## src/rtl/mem_arbiter.sv

```systemverilog
// mem_arbiter: single-port memory arbiter between the instruction-fetch and
// data ports of the CPU. Data has priority over fetch; a small fairness
// counter guarantees fetch progress after a burst of data grants. Reads wait
// MEM_LAT cycles for memory, writes complete in the following cycle, and
// every access ends with a one-cycle response state.
module mem_arbiter #(
  parameter int MEM_LAT     = 2,
  parameter int MAX_D_BURST = 4
) (
  input  logic        SYS_clk,
  input  logic        SYS_reset,
  // instruction-fetch port
  input  logic        IF_req,
  input  logic [31:0] IF_addr,
  output logic        IF_gnt,
  output logic        IF_valid,
  output logic [31:0] IF_rdata,
  // data port
  input  logic        D_req,
  input  logic        D_we,
  input  logic [31:0] D_addr,
  input  logic [31:0] D_wdata,
  output logic        D_gnt,
  output logic        D_valid,
  output logic [31:0] D_rdata,
  // memory command / response
  output logic [31:0] MEM_addr,
  output logic [31:0] MEM_wdata,
  output logic        MEM_re,
  output logic        MEM_we,
  input  logic [31:0] MEM_rdata,
  // pipeline hold
  output logic        CPU_stall
);

  typedef enum logic [1:0] {
    ST_IDLE = 2'd0,
    ST_WAIT = 2'd1,
    ST_RESP = 2'd2
  } state_t;

  localparam logic [3:0] LAT_LAST  = 4'(MEM_LAT - 1);
  localparam logic [3:0] BURST_MAX = 4'(MAX_D_BURST);

  state_t      state;
  state_t      state_nxt;
  logic        rst_done;   // set by the first rising edge seen out of reset
  logic [3:0]  fair_cnt;   // data grants issued while fetch was waiting
  logic [3:0]  wait_cnt;   // cycles spent in WAIT for the current read
  logic        own_d;      // current access belongs to the data port
  logic        gnt_if;
  logic        gnt_d;
  logic        wait_last;

  assign wait_last = (wait_cnt == LAT_LAST);

  // State register
  always_ff @(posedge SYS_clk or negedge SYS_reset) begin
    if (!SYS_reset) begin
      state <= ST_IDLE;
    end else begin
      state <= state_nxt;
    end
  end

  // Arbitration: one grant per IDLE cycle, data first unless fetch has
  // been passed over MAX_D_BURST times in a row. Grants are held off until
  // a rising edge has been seen with reset released, so a request present
  // at release cannot be granted in the partial cycle before that edge.
  always_comb begin
    gnt_if = 1'b0;
    gnt_d  = 1'b0;
    if ((state == ST_IDLE) && rst_done) begin
      if (IF_req && (!D_req || (fair_cnt >= BURST_MAX))) begin
        gnt_if = 1'b1;
      end else if (D_req) begin
        gnt_d = 1'b1;
      end
    end
  end

  // Next-state logic
  always_comb begin
    state_nxt = state;
    case (state)
      ST_IDLE: begin
        if (gnt_if || (gnt_d && !D_we)) begin
          state_nxt = ST_WAIT;
        end else if (gnt_d) begin
          state_nxt = ST_RESP;
        end
      end
      ST_WAIT: begin
        if (wait_last) begin
          state_nxt = ST_RESP;
        end
      end
      ST_RESP: begin
        state_nxt = ST_IDLE;
      end
      default: begin
        state_nxt = ST_IDLE;
      end
    endcase
  end

  // Output logic: memory command only in the grant cycle, valid pulses in RESP
  always_comb begin
    IF_gnt    = gnt_if;
    D_gnt     = gnt_d;
    MEM_re    = gnt_if | (gnt_d & ~D_we);
    MEM_we    = gnt_d & D_we;
    MEM_addr  = '0;
    MEM_wdata = '0;
    if (gnt_if) begin
      MEM_addr = IF_addr;
    end else if (gnt_d) begin
      MEM_addr  = D_addr;
      MEM_wdata = D_wdata;
    end
    IF_valid  = (state == ST_RESP) & ~own_d;
    D_valid   = (state == ST_RESP) & own_d;
    CPU_stall = (IF_req & ~((state == ST_RESP) & ~own_d))
              | (D_req  & ~((state == ST_RESP) & own_d));
  end

  // Reset-release qualifier for the arbiter
  always_ff @(posedge SYS_clk or negedge SYS_reset) begin
    if (!SYS_reset) begin
      rst_done <= 1'b0;
    end else begin
      rst_done <= 1'b1;
    end
  end

  // Fairness counter: counts data grants that made fetch wait
  always_ff @(posedge SYS_clk or negedge SYS_reset) begin
    if (!SYS_reset) begin
      fair_cnt <= '0;
    end else if (gnt_if) begin
      fair_cnt <= '0;
    end else if (gnt_d) begin
      fair_cnt <= IF_req ? (fair_cnt + 4'd1) : '0;
    end
  end

  // Access bookkeeping: owner of the outstanding access and read latency count
  always_ff @(posedge SYS_clk or negedge SYS_reset) begin
    if (!SYS_reset) begin
      wait_cnt <= '0;
      own_d    <= 1'b0;
    end else if (state == ST_IDLE) begin
      wait_cnt <= '0;
      if (gnt_if || gnt_d) begin
        own_d <= gnt_d;
      end
    end else if (state == ST_WAIT) begin
      wait_cnt <= wait_cnt + 4'd1;
    end
  end

  // Read data capture on the edge that ends the last WAIT cycle
  always_ff @(posedge SYS_clk or negedge SYS_reset) begin
    if (!SYS_reset) begin
      IF_rdata <= '0;
      D_rdata  <= '0;
    end else if ((state == ST_WAIT) && wait_last) begin
      if (own_d) begin
        D_rdata <= MEM_rdata;
      end else begin
        IF_rdata <= MEM_rdata;
      end
    end
  end

endmodule

```

## config.mk

```make
export PLATFORM = sky130hd
export DESIGN_NAME = mem_arbiter
export DESIGN_NICKNAME = d
export VERILOG_FILES = /design/src/rtl/mem_arbiter.sv
export SDC_FILE = /design/constraint.sdc
export NUM_CORES = 1
export LEC_CHECK = 0
export ABC_AREA = 0
export CAP_MARGIN = 10
export CORE_MARGIN = 1
export CORE_UTILIZATION = 32
export CTS_CLUSTER_DIAMETER = 60
export CTS_CLUSTER_SIZE = 40
export DETAILED_ROUTE_END_ITERATION = 12
export MAX_ROUTING_LAYER = met4
export PLACE_DENSITY_LB_ADDON = 0.15
export SYNTH_ARGS = -nofsm -noshare
export SYNTH_HDL_FRONTEND = slang
export SYNTH_SLANG_ARGS = --single-unit
```

## constraint.sdc

```tcl
create_clock -name SYS_clk -period 3.45 [get_ports SYS_clk]
set_clock_uncertainty 0.15 [all_clocks]
set_input_delay 1.035 -clock SYS_clk [delete_from_list [all_inputs] [get_ports SYS_clk]]
set_output_delay 1.035 -clock SYS_clk [all_outputs]
set_load 0.03 [all_outputs]
```

== Word level (Yosys, flattened, before mapping) ==
Index checks and enable logic that the tools add are counted.
Cells by class
  add/subtract/negate cells: 2
  magnitude comparators: 1
  eq/ne operators: 5
  multiplexer cells: 18
  bitwise operators: 12
  reductions and logical operators: 16
Operators with widths (count)
  2-to-1 mux 32 bit: 4
  2-to-1 mux 4 bit: 5
  adder 4 x 1 -> 4 bit, second input constant: 2
  AND reduction 2 bit: 4
  bitwise AND 1 bit: 6
  2-to-1 mux 2 bit: 3
  2-to-1 mux 1 bit: 5
  equality test 4 x 1 -> 1 bit, second input constant: 1
  >= comparator 4 x 3 -> 1 bit, second input constant: 1
  logical AND 1 bit: 4
  inverter 1 bit: 4
  case mux 2 bit (2 select lines): 1
  nonzero test 2 bit: 2
  logical OR 1 bit: 3
  inequality test 3 x 2 -> 1 bit, second input constant: 1
  equality test 2 x 1 -> 1 bit, second input constant: 1
  equality test 2 bit, second input constant: 1
  logical NOT 1 bit: 2
  logical NOT 2 bit: 1
  inequality test 2 bit, second input constant: 1
  bitwise OR 1 bit: 2
Storage, ports and cells
  bits in registers: 76
  bits of input ports: 133
  output and inout port bits: 135
  logic and storage cells: 61

== Logic depth before layout (Yosys ltp) ==
Gate-level depths: netlist of the first run.
  word-level depth: 9
  depth in mapped cells: 7
  mapped depth without buffers: 5

== Worst setup path before layout of the first run ==
Ideal clock, no wire load.
  path kind: input to output
  start point: input D_req
  end point: output MEM_wdata[10]
  data arrival time: 2522 ps
  path slack: -257 ps
  stages on the path: 6
  path through: buf_4 or3b_1 buf_2 a211oi_4 buf_6 and2_1
Between the ends
  cells in the longest elaborated chain, start to end: 7
  elaborated cells on any way between the ends: 10
  those cells by class: mux (7); reduce/logical (3)
RTL lines
  start, declared: RTL line 19  | input logic D_req,
  logical NOT 1 bit: RTL line 74  | if (IF_req && (!D_req || (fair_cnt >= BURST_MAX))) begin
  logical OR 1 bit: RTL line 74
  logical AND 1 bit: RTL line 74
  2-to-1 mux 1 bit (*): RTL line 74
  2-to-1 mux 1 bit (*): RTL line 73  | if ((state == ST_IDLE) && rst_done) begin
  via D_gnt: RTL line 23  | output logic D_gnt,
  2-to-1 mux 32 bit (*): RTL line 117  | end else if (gnt_d) begin
  2-to-1 mux 32 bit (*): RTL line 115  | if (gnt_if) begin
  end, declared: RTL line 28  | output logic [31:0] MEM_wdata,
Mark *: on every way through the listed nets, which the timed path passes. The rest lies on a longest branch.

== Final worst setup path of the first run ==
  start point: input D_req
  end point: output MEM_wdata[24]
Between the ends
  cells in the longest elaborated chain, start to end: 7
  elaborated cells on any way between the ends: 10
  those cells by class: mux (7); reduce/logical (3)
RTL lines (RTL line)
  logical NOT 1 bit: 74
  logical OR 1 bit: 74
  logical AND 1 bit: 74
  2-to-1 mux 1 bit: 74
  2-to-1 mux 1 bit: 73
  2-to-1 mux 32 bit: 117
  2-to-1 mux 32 bit (*): 115
Mark *: on every way between the ends. The rest lies on a longest branch, timed or not.

==> results of run 1 <==
how the worst min path moves through the flow:
stage,startpoint,end,slack (ns),cells after the start
final,D_rdata[7],D_rdata[7],0.35,1
after global placement,D_rdata[7],D_rdata[7],0.32,1
after global routing,D_rdata[7],D_rdata[7],0.36,1
after CTS,D_rdata[7],D_rdata[7],0.35,1
after floorplan,fair_cnt[1],fair_cnt[1],0.33,1
after detailed placement,D_rdata[7],D_rdata[7],0.33,1
area by class of cell:
class	instances	area share
multi-input combinational	235	0.257
inverter	3	0.00150
tap	143	0.0238
sequential	76	0.253
clock inverter	5	0.00800
clock buffer	10	0.0318
timing repair buffer	297	0.424
layout by cell type, fill, tap and decap left out, types with 2 or more instances in the layout:
master           count
clkdlybuf4s50_1    195
dfrtp_1             76
nand3_1             66
mux2_2              65
buf_4               44
and2_4              33
a21oi_2             30
buf_6               30
buf_12              23
clkbuf_16           10
nor2_1               4
nor3b_1              3
inv_1                3
nand2_1              3
o21ai_0              3
a22o_1               3
ha_1                 3
a21oi_1              2
o22ai_1              2
buf_16               2
synth_stat cells (all sizes together):
master / count
a211oi: 1
a21o: 1
a21oi: 32
a22o: 3
a2bb2oi: 1
a32oi: 1
and2: 34
and3: 2
and3b: 1
and4: 1
buf: 14
clkbuf: 16
conb: 1
dfrtp: 76
ha: 3
inv: 3
mux2: 66
nand2: 3
nand2b: 1
nand3: 66
nand3b: 1
nor2: 4
nor2b: 1
nor3b: 3
o21ai: 4
o22ai: 2
o311ai: 1
or3b: 2
per-layer routing:
layer	vias to the layer above	GRT usage	share of wire
li1	1774	-	-
met1	1830	0.262	0.40
met2	160	0.391	0.51
met3	18	0.0612	0.066
met4	0	0.0693	0.022
met5	-	-	0
cells by family (layout without fill, tap and decap cells):
| group | after synthesis | after routing | synth area share |
|---|---|---|---|
| fa+ha+maj | 3 | 3 | 0.00991 |
| simple gates | 119 | 119 | 0.174 |
| mux | 66 | 66 | 0.196 |
| buf+inv | 33 | 315 | 0.0452 |
| compound gates | 46 | 46 | 0.0720 |
| other cells | 1 | 1 | 0.000989 |
| flops | 76 | 76 | 0.502 |
power groups by stage:
| stage | clock network [mW] | registers [mW] | logic, mW |
|---|---|---|---|
| global placement | 0 | 1.51 | 2.94 |
| floorplan | 0 | 2.26 | 0.929 |
| global route | 0.995 | 1.57 | 3.20 |
| finish | 0.927 | 1.52 | 3.05 |
| detailed placement | 0 | 1.53 | 2.98 |
| CTS | 0.956 | 1.52 | 3.08 |
stage by stage:
stage,util,cells,hold slack (ns)
finish,0.655,769,0.347
global route,0.655,769,0.361
CTS,0.651,767,0.348
detailed placement,0.602,742,0.329
global placement,0.602,742,0.322
floorplan,-,344,0.327
registers in the layout, summed over array words and instances (netlist names):
| register | flops |
|---|---|
| IF_rdata | 32 |
| D_rdata | 32 |
| rst_done | 1 |
| wait_cnt | 4 |
| fair_cnt | 4 |
| state | 2 |
| own_d | 1 |
worst reg2reg max path, stage by stage (launching register included):
cell	delay, ns
dfrtp_1	0.40
inv_1	0.07
ha_1	0.13
nor3b_1	0.38
and3_2	0.63
buf_4	0.28
mux2_2	0.34
what timing repair did:
action,CTS,global route
resized for setup,41,7
buffers inserted,7,2
hold endpoints to repair,0,0
cloned,3,1
pin swaps,1,1
endpoints found under the setup margin,69,38
==> metrics.txt, run 1 <==
startpoint types=input pin; outcome=complete, but fails checks; Relative slew margins=0.375; Synth area leader=dfrtp_1; quantity of I/O buffers inserted on ports=about 270; Reg area=between 1500 and 2000 um^2; initial core utilization=0.330; LEAKAGE=3.19 nW; vias after detailed routing=3782; CTS tree=done; pwr/cell area=around 730 nW/um^2; internal power=approximately 3.3 mW; slowest CP cell=or3b_4; Max Freq=279 MHz; worst slew pin tran=0.937 ns; dpl ws=-0.520 ns; CTS root buf=clkbuf_16; crit-path cells=buf_6 > or3b_4 > a211oi_4 > buf_4 > buf_6 > buf_12 > and2_4 > buf_12; buffers and inverters on the worst path=5; VDD IR max=~560 uV; drt first-iter violations=approximately 230; Reg-to-Reg Start=wait_cnt[1]; MaxCap Viol Count=0; CTS buffer count=9; final max-slew violation count=0; Net Count, Synth=between 400 and 500; overall power=~5.5 mW; Routed Antenna Nets=0; DIE AREA=between 10000 and 15000 um^2; largest net degree at the start of global routing=77; setup tns final=-2.54 ns; share of cells above drive strength 1=0.399; fin crit share=1.04; Die W=about 110 um; hold buffers post-CTS=0; initial antenna violation count=0; Worst setup endpoint=MEM_wdata[24]; Critical Path End Type=primary output; crit-path max FO=7; slack of the critical path=-0.138 ns; critical path class=input pin to primary output; Routed WL=13.6 mm; final weighted congestion in routability-driven placement=around 0.95; Clock power frac=0.169; post-synthesis cell type count=33; wire per inst=approximately 18 um; RSZ-0062 raised after global routing=yes; CP Launch Point=D_req; Syn Area/Cell=approximately 11 um^2; synthesized flop and latch total=76; area occupied by multi-input gates=1930 um^2; sequential fraction of the synthesis area=0.502; H-tree depth=3; Critical Path RT=around 2.3 ns; Switch Pwr=2.17 mW; switch share=0.395; first-pass GRT wire length=21.4 mm; # clock sinks=76; Yosys warning count=0; Die Y-Extent=around 110 um; placed instance area=around 6900 um^2; Worst-path clk slew=0.06 ns; DR pass1 iterations=4; fin area=around 7500 um^2; clk buf depth=2; Levels on crit path=8; Worst EP arrival=2.40 ns; Comb pwr share=0.555; Layout fillers=about 900; Final Critical Period=approximately 3.6 ns; core outline area=around 11000 um^2; synthesized instance count=approximately 340; vias in the first global route=3927; DRC Markers=0; top cell type's share of synthesized area=0.502; R2R depth=6; num rows=39; Fin. Hold Viols=0; grt total ovfl=0; capture point of the worst reg-to-reg path=D_rdata[5]; synthesis-to-layout area growth=98.1%; critical path's top delay family=buffers and inverters; Clk Latency, worst-skew pair=approximately 0.32 ns; Synth area leaders=dfrtp_1 (50%), mux2_2 (19%), nand3_1 (8.7%); register share of total power=0.276; mapped cell area=about 3800 um^2; vias per inst=4.92; Setup-failing EPs final=34; biggest cell delay along the critical path=between 0.3 and 0.4 ns; HP Class=flip-flop to flip-flop; failing checks=negative setup slack; Ports=between 200 and 300; n_diodes=0; Total Nets Final=~760; Global Route Usage Sum=0.229; post-detail-place hpwl=~9.9 mm; r2r setup slk=between 0.9 and 1 ns
(Power assumes the default switching activity.)
==> run 2, diff against run 1 <==
CORE_ASPECT_RATIO = 0.75   (was unset)
==> metrics.txt, run 2 (synthesized netlist as in run 1, its figures left out) <==
Clk Latency, worst-skew pair=0.32 ns (about the same); Ports=268 (unchanged); # clock sinks=76 (unchanged); MaxCap Viol Count=0 (unchanged); pwr/cell area=746 nW/um^2 (+1.9%); Die Y-Extent=96.2 um (-13%); Critical Path RT=2.26 ns (about the same); Comb pwr share=0.544 (-0.011); most common cell after layout, fill and taps aside=clkdlybuf4s50_1; vias per inst=4.78 (-2.8%); CTS root buf=clkbuf_16; Max Freq=282 MHz (+1.1%); Fin. Hold Viols=0 (unchanged); slowest CP cell=or3b_4; H-tree depth=3 (unchanged); critical path class=input pin to primary output; initial antenna violation count=0 (unchanged); Final Critical Period=3.55 ns (-0.0383 ns); switch share=0.395 (+0.000520); slack of the critical path=-0.100 ns (+0.0383 ns); top flop regs=D_rdata (32), IF_rdata (32); final weighted congestion in routability-driven placement=0.800 (-15%); DIE AREA=12300 um^2 (about the same); internal power=3.31 mW (-0.60%); wire per inst=16.7 um (-5.9%); final max-slew violation count=0 (unchanged); crit-path cells=buf_6 > or3b_4 > a211oi_4 > buf_4 > buf_6 > buf_12 > and2_4 > buf_6; Switch Pwr=2.16 mW (-0.39%); CTS tree=done; initial core utilization=0.328 (-0.00297); Routed Antenna Nets=0 (unchanged); Layout fillers=950 (+5.1%); RSZ-0062 raised after global routing=yes; Die W=128 um (+15%); hold slack=0.350 ns (+0.00392 ns); Clock power frac=0.175 (+0.006); first-pass GRT wire length=19.5 mm (-8.9%); quantity of I/O buffers inserted on ports=267 (unchanged); Worst path most repeated cell=buf_6; grt total ovfl=0 (unchanged); Routed WL=13.1 mm (-4.0%); failing checks=negative setup slack; setup tns final=-2.22 ns (+0.321 ns); Setup-failing EPs final=33 (-2.9%); Critical Path End Type=primary output; hold buffers post-CTS=0 (unchanged); fin crit share=1.03 (-0.0111); CTS buffer count=9 (unchanged); biggest cell delay along the critical path=0.39 ns (about the same); core outline area=11600 um^2 (+0.91%); drt first-iter violations=173 (-26%); dpl ws=-0.503 ns (+0.0167 ns); vias after detailed routing=3754 (-0.74%); worst slew pin tran=0.956 ns (+0.0183 ns); Worst-path clk slew=0.05 ns (about the same); Worst EP arrival=2.37 ns (-0.03 ns); DR pass1 iterations=7 (+3); DRC Markers=0 (unchanged); outcome=complete, but fails checks; largest net degree at the start of global routing=77 (unchanged); share of cells above drive strength 1=0.396 (-0.00289); register share of total power=0.281 (+0.005); LEAKAGE=3.11 nW (-2.3%); Total Nets Final=754 (-0.53%); HP Class=flip-flop to flip-flop; Relative slew margins=0.363 (-0.0122); vias in the first global route=3706 (-5.6%); post-detail-place hpwl=9.27 mm (-6.4%); n_diodes=0 (unchanged); placed instance area=6700 um^2 (-2.9%); startpoint types=input pin; crit-path max FO=8 (+1); Global Route Usage Sum=0.210 (-0.0184); VDD IR max=584 uV (+4.5%); clk buf depth=2 (unchanged); final std cells w/o fill=785 (+2.1%); synthesis-to-layout area growth=93.3%; num rows=34 (-13%); most frequent cells in the layout=clkdlybuf4s50_1 (195), dfrtp_1 (76), mux2_2 (65); fin area=7330 um^2 (-2.4%); placed cell count=759 (+2.3%)
run 2: critical path, delay by kind of cell:
family	cells	cell delay, ns
buf+inv	5	0.58
simple gates	2	0.52
compound gates	1	0.22
run 2: routing by layer:
metal  wire length [um]  up-vias  global-route usage
li1                   -     1770                   -
met1               5370     1825               0.240
met2               6740      149               0.375
met3                846       10              0.0567
met4                127        0              0.0431
met5                  0        -                   -
run 2: cell type report:
class,instances,area (um^2),area share
clock buffer,12,256,0.0350
clock inverter,4,55.1,0.00751
inverter,3,11.3,0.00154
multi-input combinational,235,1940,0.265
sequential,76,1900,0.260
tap,162,203,0.0277
timing repair buffer,293,2960,0.404
run 2: stage by stage:
step	util	power, mW
2_1_floorplan	-	3.19
3_3_place_gp	0.579	4.38
3_5_place_dp	0.579	4.45
4_1_cts	0.635	5.53
5_1_grt	0.633	5.74
6_report	0.633	5.47
run 2: worst paths after layout:
kind	slack (ns)	cells after the start	endpoint	from
max	-0.10	8	MEM_wdata[4]	D_req
min	0.35	1	IF_rdata[2]	IF_rdata[2]
max reg2reg	1.11	6	D_rdata[10]	wait_cnt[1]
min reg2reg	0.35	1	IF_rdata[2]	IF_rdata[2]
max in group asynchronous	1.82	1	IF_rdata[2]	SYS_reset
min in group asynchronous	0.72	1	D_rdata[28]	SYS_reset
run 2: power by group through the flow:
stage,registers (mW),logic [mW],clock network (mW)
after detailed placement,1.55,2.90,0
after global routing,1.60,3.13,1.01
after CTS,1.54,3.02,0.980
after floorplan,2.26,0.929,0
after global placement,1.52,2.87,0
final,1.54,2.98,0.955
run 2: what timing repair did:
item / in CTS / in global routing
pin swaps: 4 / 3
setup buffers: 10 / 1
resized for setup: 53 / 16
gates cloned: 4 / 0
endpoints found under the setup margin: 69 / 50
